--- config.mk ---
export PLATFORM = sky130hd
export DESIGN_NAME = tt_serial_frame_rx
export DESIGN_NICKNAME = d
export VERILOG_FILES = /design/src/rtl/tt_serial_rx_pkg.sv /design/src/rtl/tt_serial_rx_shift.sv /design/src/rtl/tt_serial_frame_rx.sv
export SDC_FILE = /design/constraint.sdc
export NUM_CORES = 1
export LEC_CHECK = 0
export ABC_CLOCK_PERIOD_IN_PS = 4050
export BUFFER_PORTS_ARGS = -buffer_cell sky130_fd_sc_hd__buf_4
export CAP_MARGIN = 20
export CORE_ASPECT_RATIO = 0.75
export CORE_UTILIZATION = 35
export CTS_CLUSTER_SIZE = 12
export DETAILED_ROUTE_END_ITERATION = 6
export HOLD_SLACK_MARGIN = 0.06
export SETUP_SLACK_MARGIN = 0.3
export SYNTH_ARGS = -nofsm -noshare
export SYNTH_HDL_FRONTEND = slang
export SYNTH_SLANG_ARGS = --single-unit
--- constraint.sdc ---
create_clock -name io_in -period 4.05 [get_ports io_in]
set_input_delay 0.6075 -clock io_in [delete_from_list [all_inputs] [get_ports io_in]]
set_output_delay 0.6075 -clock io_in [all_outputs]
set_load 0.01 [all_outputs]
--- src/rtl/tt_serial_rx_pkg.sv ---
// Shared constants, state encoding and status-word layout for the serial
// frame receiver tile.
package tt_serial_rx_pkg;

    typedef enum logic [1:0] {
        IDLE   = 2'd0,
        DATA   = 2'd1,
        PARITY = 2'd2,
        STOP   = 2'd3
    } rx_state_t;

    localparam int DATA_BITS = 8;
    localparam int BIT_CNT_W = 3;
    localparam int FCNT_W    = 3;

    // Bit positions inside the status word shown when out_sel=1
    localparam int NEW      = 0;
    localparam int PERR     = 1;
    localparam int FERR     = 2;
    localparam int OVR      = 3;
    localparam int BUSY     = 4;
    localparam int FCNT_LSB = 5;

endpackage

--- src/rtl/tt_serial_rx_shift.sv ---
// Receive shift register: data enters at the MSB so d0 ends up in bit 0,
// with a running XOR of every bit shifted in.
module tt_serial_rx_shift
    import tt_serial_rx_pkg::*;
(
    input  logic                 clk,
    input  logic                 rst,
    input  logic                 load,
    input  logic                 shift_en,
    input  logic                 din,
    output logic [DATA_BITS-1:0] data,
    output logic                 parity
);

    always_ff @(posedge clk or posedge rst) begin
        if (rst) begin
            data   <= '0;
            parity <= 1'b0;
        end else if (load) begin
            data   <= '0;
            parity <= 1'b0;
        end else if (shift_en) begin
            data   <= {din, data[DATA_BITS-1:1]};
            parity <= parity ^ din;
        end
    end

endmodule

--- src/rtl/tt_serial_frame_rx.sv ---
// Serial frame receiver tile: start/8-data/parity/stop at one bit per clock,
// with sticky status flags and a byte/status view on io_out.
module tt_serial_frame_rx
    import tt_serial_rx_pkg::*;
(
    input  logic [7:0] io_in,
    output logic [7:0] io_out
);

    logic clk, rst, din, parity_mode, out_sel, clr;
    assign clk         = io_in[0];
    assign rst         = io_in[1];
    assign din         = io_in[2];
    assign parity_mode = io_in[3];
    assign out_sel     = io_in[4];
    assign clr         = io_in[5];

    logic unused_io;
    assign unused_io = &{1'b0, io_in[7:6]};

    rx_state_t              state, state_next;
    logic [BIT_CNT_W-1:0]   bit_cnt;
    logic                   perr_pend;
    logic [DATA_BITS-1:0]   data_reg;
    logic [FCNT_W-1:0]      frame_cnt;
    logic                   flag_new, perr, ferr, ovr;

    logic [DATA_BITS-1:0]   shift_data;
    logic                   shift_parity;

    logic load, shift_en, busy;
    logic commit_good, set_perr, set_ferr;
    logic last_bit;

    assign last_bit = (bit_cnt == BIT_CNT_W'(DATA_BITS - 1));

    tt_serial_rx_shift u_shift (
        .clk      (clk),
        .rst      (rst),
        .load     (load),
        .shift_en (shift_en),
        .din      (din),
        .data     (shift_data),
        .parity   (shift_parity)
    );

    always_ff @(posedge clk or posedge rst) begin
        if (rst) state <= IDLE;
        else     state <= state_next;
    end

    always_comb begin
        state_next = state;
        unique case (state)
            IDLE:    if (!din) state_next = DATA;
            DATA:    if (last_bit) state_next = PARITY;
            PARITY:  state_next = STOP;
            STOP:    state_next = IDLE;
            default: state_next = IDLE;
        endcase
    end

    always_comb begin
        load        = (state == IDLE) && !din;
        shift_en    = (state == DATA);
        busy        = (state != IDLE);
        commit_good = (state == STOP) && din && !perr_pend;
        set_perr    = (state == STOP) && perr_pend;
        set_ferr    = (state == STOP) && !din;
    end

    always_ff @(posedge clk or posedge rst) begin
        if (rst) begin
            bit_cnt   <= '0;
            perr_pend <= 1'b0;
            data_reg  <= '0;
            frame_cnt <= '0;
        end else begin
            if (load)
                bit_cnt <= '0;
            else if (shift_en && !last_bit)
                bit_cnt <= bit_cnt + BIT_CNT_W'(1);
            if (state == PARITY)
                perr_pend <= shift_parity ^ din ^ parity_mode;
            if (commit_good) begin
                data_reg  <= shift_data;
                frame_cnt <= frame_cnt + FCNT_W'(1);
            end
        end
    end

    // Sticky flags: a set event on the same edge as clr takes priority
    always_ff @(posedge clk or posedge rst) begin
        if (rst) begin
            flag_new <= 1'b0;
            perr     <= 1'b0;
            ferr     <= 1'b0;
            ovr      <= 1'b0;
        end else begin
            if (commit_good)   flag_new <= 1'b1;
            else if (clr)      flag_new <= 1'b0;
            if (set_perr)      perr <= 1'b1;
            else if (clr)      perr <= 1'b0;
            if (set_ferr)      ferr <= 1'b1;
            else if (clr)      ferr <= 1'b0;
            if (commit_good && flag_new) ovr <= 1'b1;
            else if (clr)      ovr <= 1'b0;
        end
    end

    logic [7:0] status;
    always_comb begin
        status                      = '0;
        status[NEW]                 = flag_new;
        status[PERR]                = perr;
        status[FERR]                = ferr;
        status[OVR]                 = ovr;
        status[BUSY]                = busy;
        status[FCNT_LSB +: FCNT_W]  = frame_cnt;
    end

    assign io_out = out_sel ? status : data_reg;

endmodule

Yosys cells after proc, flatten, opt, wreduce, memory -nomap -nowiden. Index checks and enable logic that the tools add are counted. W data, S select, Z words.

Add/subtract/negate cells: 2. Equal/unequal tests: 6. Reductions and logical operators: 19. Muxes and demuxes: 15. Bitwise logic cells: 2.

Operators by type and width (count): $mux W8 (3); $reduce_bool A2 Y1 (7); $pmux W2 S4 (1); $logic_and A1 B1 Y1 (7); $mux W1 (7); $add A3 B1 Y3 const B (2); $mux W3 (2); $eq A2 B2 Y1 const B (2); $mux W2 (2); $eq A3 B3 Y1 const B (1); $logic_not A1 Y1 (3); $eq A2 B1 Y1 const B (1); $logic_not A2 Y1 (1); $ne A2 B1 Y1 const B (1); $ne A2 B2 Y1 const B (1); $reduce_and A2 Y1 (1); $xor A1 B1 Y1 (2).

Word-level logic and storage cells: 55. Bits in registers: 30. Input port bits: 8. Output and inout port bits: 8.

Depth between registers and ports, before layout.
Depth after elaboration: 5. Mapped depth: 6. Mapped depth without buffers: 5.

Modules after synthesis. A second synthesis with hierarchy kept.

Cells, all modules: 112. Area total of the unflattened synthesis: 1426.4 um^2.

Modules (own cells, without submodules): tt_serial_frame_rx (instances 1, area each 1046.0 um^2, cells each 81, sequential area each 525.5 um^2); tt_serial_rx_shift (instances 1, area each 380.4 um^2, cells each 31, sequential area each 225.2 um^2).

Worst setup path before layout. No wires, ideal clock.

Kind: reg2out. Start point: register state[0]. End point: output port io_out[4]. Data arrival time: 0.924 ns. Required time: 3.442 ns. Slack: 2.518 ns. Cell stages (with the launch flop): 4. Path through: dfrtp_1 inv_1 ha_1 a21oi_1.

Longest elaborated chain between the ends: 2.

RTL lines: from (decl) (RTL line tt_serial_frame_rx.sv:21) `rx_state_t state, state_next;`; from (signal assigned) (RTL line tt_serial_frame_rx.sv:49) `else state <= state_next;`; $reduce_bool A2 Y1 (RTL line tt_serial_frame_rx.sv:66) `busy = (state != IDLE);`; $mux W8 (RTL line tt_serial_frame_rx.sv:122) `assign io_out = out_sel ? status : data_reg;`; to (decl) (RTL line tt_serial_frame_rx.sv:7) `output logic [7:0] io_out`.

No other way between the ends.

==> reports/qor.txt <==
area enclosed by the die boundary: 0.00437 mm2
Setup WS post-layout: 0.719 ns
Reg-to-Reg End: state[1]
net switching fraction of the power: 38.8%
number of pins with negative max-slew slack in the final report: 0
Detail Placement HPWL: 1560 um
sequential-to-total area share from yosys stat: 52.2%
EDFF count, synth: 0
net count reported at finish: 189
endpoint kind of the worst setup timing path: output port
overall die width: 76.0 um
IR drop worst, VDD: 0.588 mV
Synth cell types: 22
startpoint type of the worst setup path: clock port
slew at the pin closest to its max-slew limit: 0.583 ns
number of rows in the core area: 19
Clock Latency Late Sink: 0.29 ns
worst slack at placement: 1.04 ns
Area contributors post-synth: dfrtp_1, mux2_2, mux2i_1
Setup violations, final: 0
Synthesis Warnings: 0
hold buffer count at cts: 0
data arrival time of the worst path: 2.72 ns
async set-reset flop share out of synthesis: 100%
WL per Instance: 15.1 um
drt pass-1 iters: 4
pin count of the biggest net entering global routing: 12
static leakage: 1.15 nW
FF+latch count, synth: 30
Filler Cell Count: 319
die boundary height: 57.5 um
worst path required time: 3.44 ns
post-route antenna net violation count: 0
area share of the largest cell type after synthesis: 52.2%
Internal: 1.29 mW
area of the multi-input gates: 611 um2
status: finished, final reports clean
global-route wire length before repair: 7020 um
TritonCTS clock tree: yes
Hold Path Stages: 3
DR vias: 1,093
CP Max Fanout: 5
routed wire length: 3540 um
cell depth of the worst flop-to-flop path: 7
unrepaired setup endpoints after global routing: false
Setup Total Neg Slack: 0 ns
diode insertion count for antenna repair: 0
top_reg_cell synth: dfrtp_1
total area of sequential cells: 751 um2
antenna violations before repair: 0
clock skew: 0.00659 ns
Layout Area Growth over Synthesis: 45.3%
Port-buffer cells: 8
Clock Pin Slew Worst Setup and Hold Paths: 0.06 ns
mean instance size in the synthesized netlist: 12.7 um2
remaining global-route overflow: 0
fraction of final layout cells sized beyond drive strength 1: 34.6%
Fin. Hold Viols: 0
worst reg-to-reg setup slack: 1.73 ns
hold_ws: 0.0332 ns
Total GRT Usage: 27.3%
cell area power density: 1010 mW/mm2
post-synth net total: 128
startpoint-to-endpoint class of the critical path: clk -> out
mapped cell area: 0.00144 mm2
standard cell core area: 0.00380 mm2
number of instances resized during post-cts repair: 0
Net Switching: 0.817 mW
vias per cell: 4.67
relative max-transition margin: 61.1%
Initial Utilization: 37.8%
post-route DRC violation count: 0
max cap viols: 0
number of buffers inserted by post-CTS setup repair: 0
via count of the first global-routing pass: 1,788
proportion of power drawn by combinational gates: 0%
RR Startpoint: state[1]
final instance count without filler cells: 234
Routability Congestion: 0.697
clock network fraction of total power: 84.3%
path type of the worst min-delay path: clk -> reg
Iteration-0 DRC Markers: 165
I/O pin cnt: 16
end point of the worst hold path: perr
number of placed cells counting well taps: 167
sequential fraction of design power: 15.7%
synthesized instance count: 113
launch point of the worst hold path: io_in[5]
library cell occupying the most area in the post-synthesis netlist: dfrtp_1
[layout make-up]
class / instances / share of cell area (%)
sequential: 30 / 35.9
clock buffer: 37 / 21.5
clock inverter: 39 / 8.80
multi-input combinational: 68 / 29.2
inverter: 8 / 1.44
tap: 52 / 3.11
[per-layer routing]
layer	vias up	part of all wire, %	track usage, %	wire length [um]
li1	506	-	-	-
met1	516	38	17.5	1330
met2	54	46	23.8	1640
met3	17	12	36.5	436
met4	0	3.5	50.3	124
met5	-	0	8.89	0
[power by group through the flow]
stage                     Sequential (mW)  Clock [mW]  Combinational (mW)
after floorplan                     0.341       0.518         0.000000113
after global placement              0.341       0.527         0.000000102
after detailed placement            0.341       0.527         0.000000102
after CTS                           0.331        1.84         0.000000102
after global routing                0.331        2.00         0.000000102
final                               0.331        1.77         0.000000102
[cells in the final DEF, fill, tap and decap left out, types with 2 or more instances in the layout]
cell	n
buf_4	8
clkbuf_8	28
clkinv_2	3
clkinvlp_2	3
dfrtp_1	30
ha_1	7
inv_1	39
mux2_2	11
mux2_4	6
mux2i_1	9
nand2_1	2
nor2_1	13
nor2b_1	2
o21ai_0	3
o22ai_1	2
xnor2_1	4
xor2_1	2
[cell usage after synthesis, types with 2 or more instances]
| library cell | instances |
|---|---|
| dfrtp_1 | 30 |
| nor2_1 | 13 |
| mux2_2 | 11 |
| inv_1 | 9 |
| mux2i_1 | 9 |
| ha_1 | 7 |
| mux2_4 | 6 |
| buf_2 | 4 |
| xnor2_1 | 4 |
| o21ai_0 | 3 |
| buf_6 | 2 |
| nand2_1 | 2 |
| nor2b_1 | 2 |
| o22ai_1 | 2 |
| xor2_1 | 2 |
[worst max-delay path by stage]
stage               depth (start not counted)  slack (ns)        end      from
floorplan                                   2        0.96  io_out[0]  io_in[4]
CTS                                         4        0.70  io_out[7]  io_in[4]
global placement                            2        1.04  io_out[0]  io_in[4]
finish                                      4        0.72  io_out[7]  io_in[4]
detailed placement                          2        1.04  io_out[0]  io_in[4]
global route                                4        0.70  io_out[7]  io_in[4]
[critical path, cell delays in order]
cell and delay (ns):
clkbuf_8 0.12, clkbuf_8 0.14, mux2_2 0.29, buf_4 0.15
[cell families after synthesis]
kind of cell               synth area share, %
buffers and inverters                     5.31
AOI/OAI and AO/OA                         4.18
xor gates and xnor gates                  3.66
muxes                                     21.9
adders and majority gates                 6.09
and+or+nand+nor                           6.62
DFF                                       52.2
[stage by stage]
step	instance area, um2	util, %	total power, mW
floorplan	1440	-	0.859
detailed placement	1520	40.0	0.868
global placement	1520	40.0	0.868
global route	2090	54.9	2.33
finish	2090	54.9	2.10
CTS	2090	54.9	2.17
Note: power is estimated with default switching activity, not from simulation.
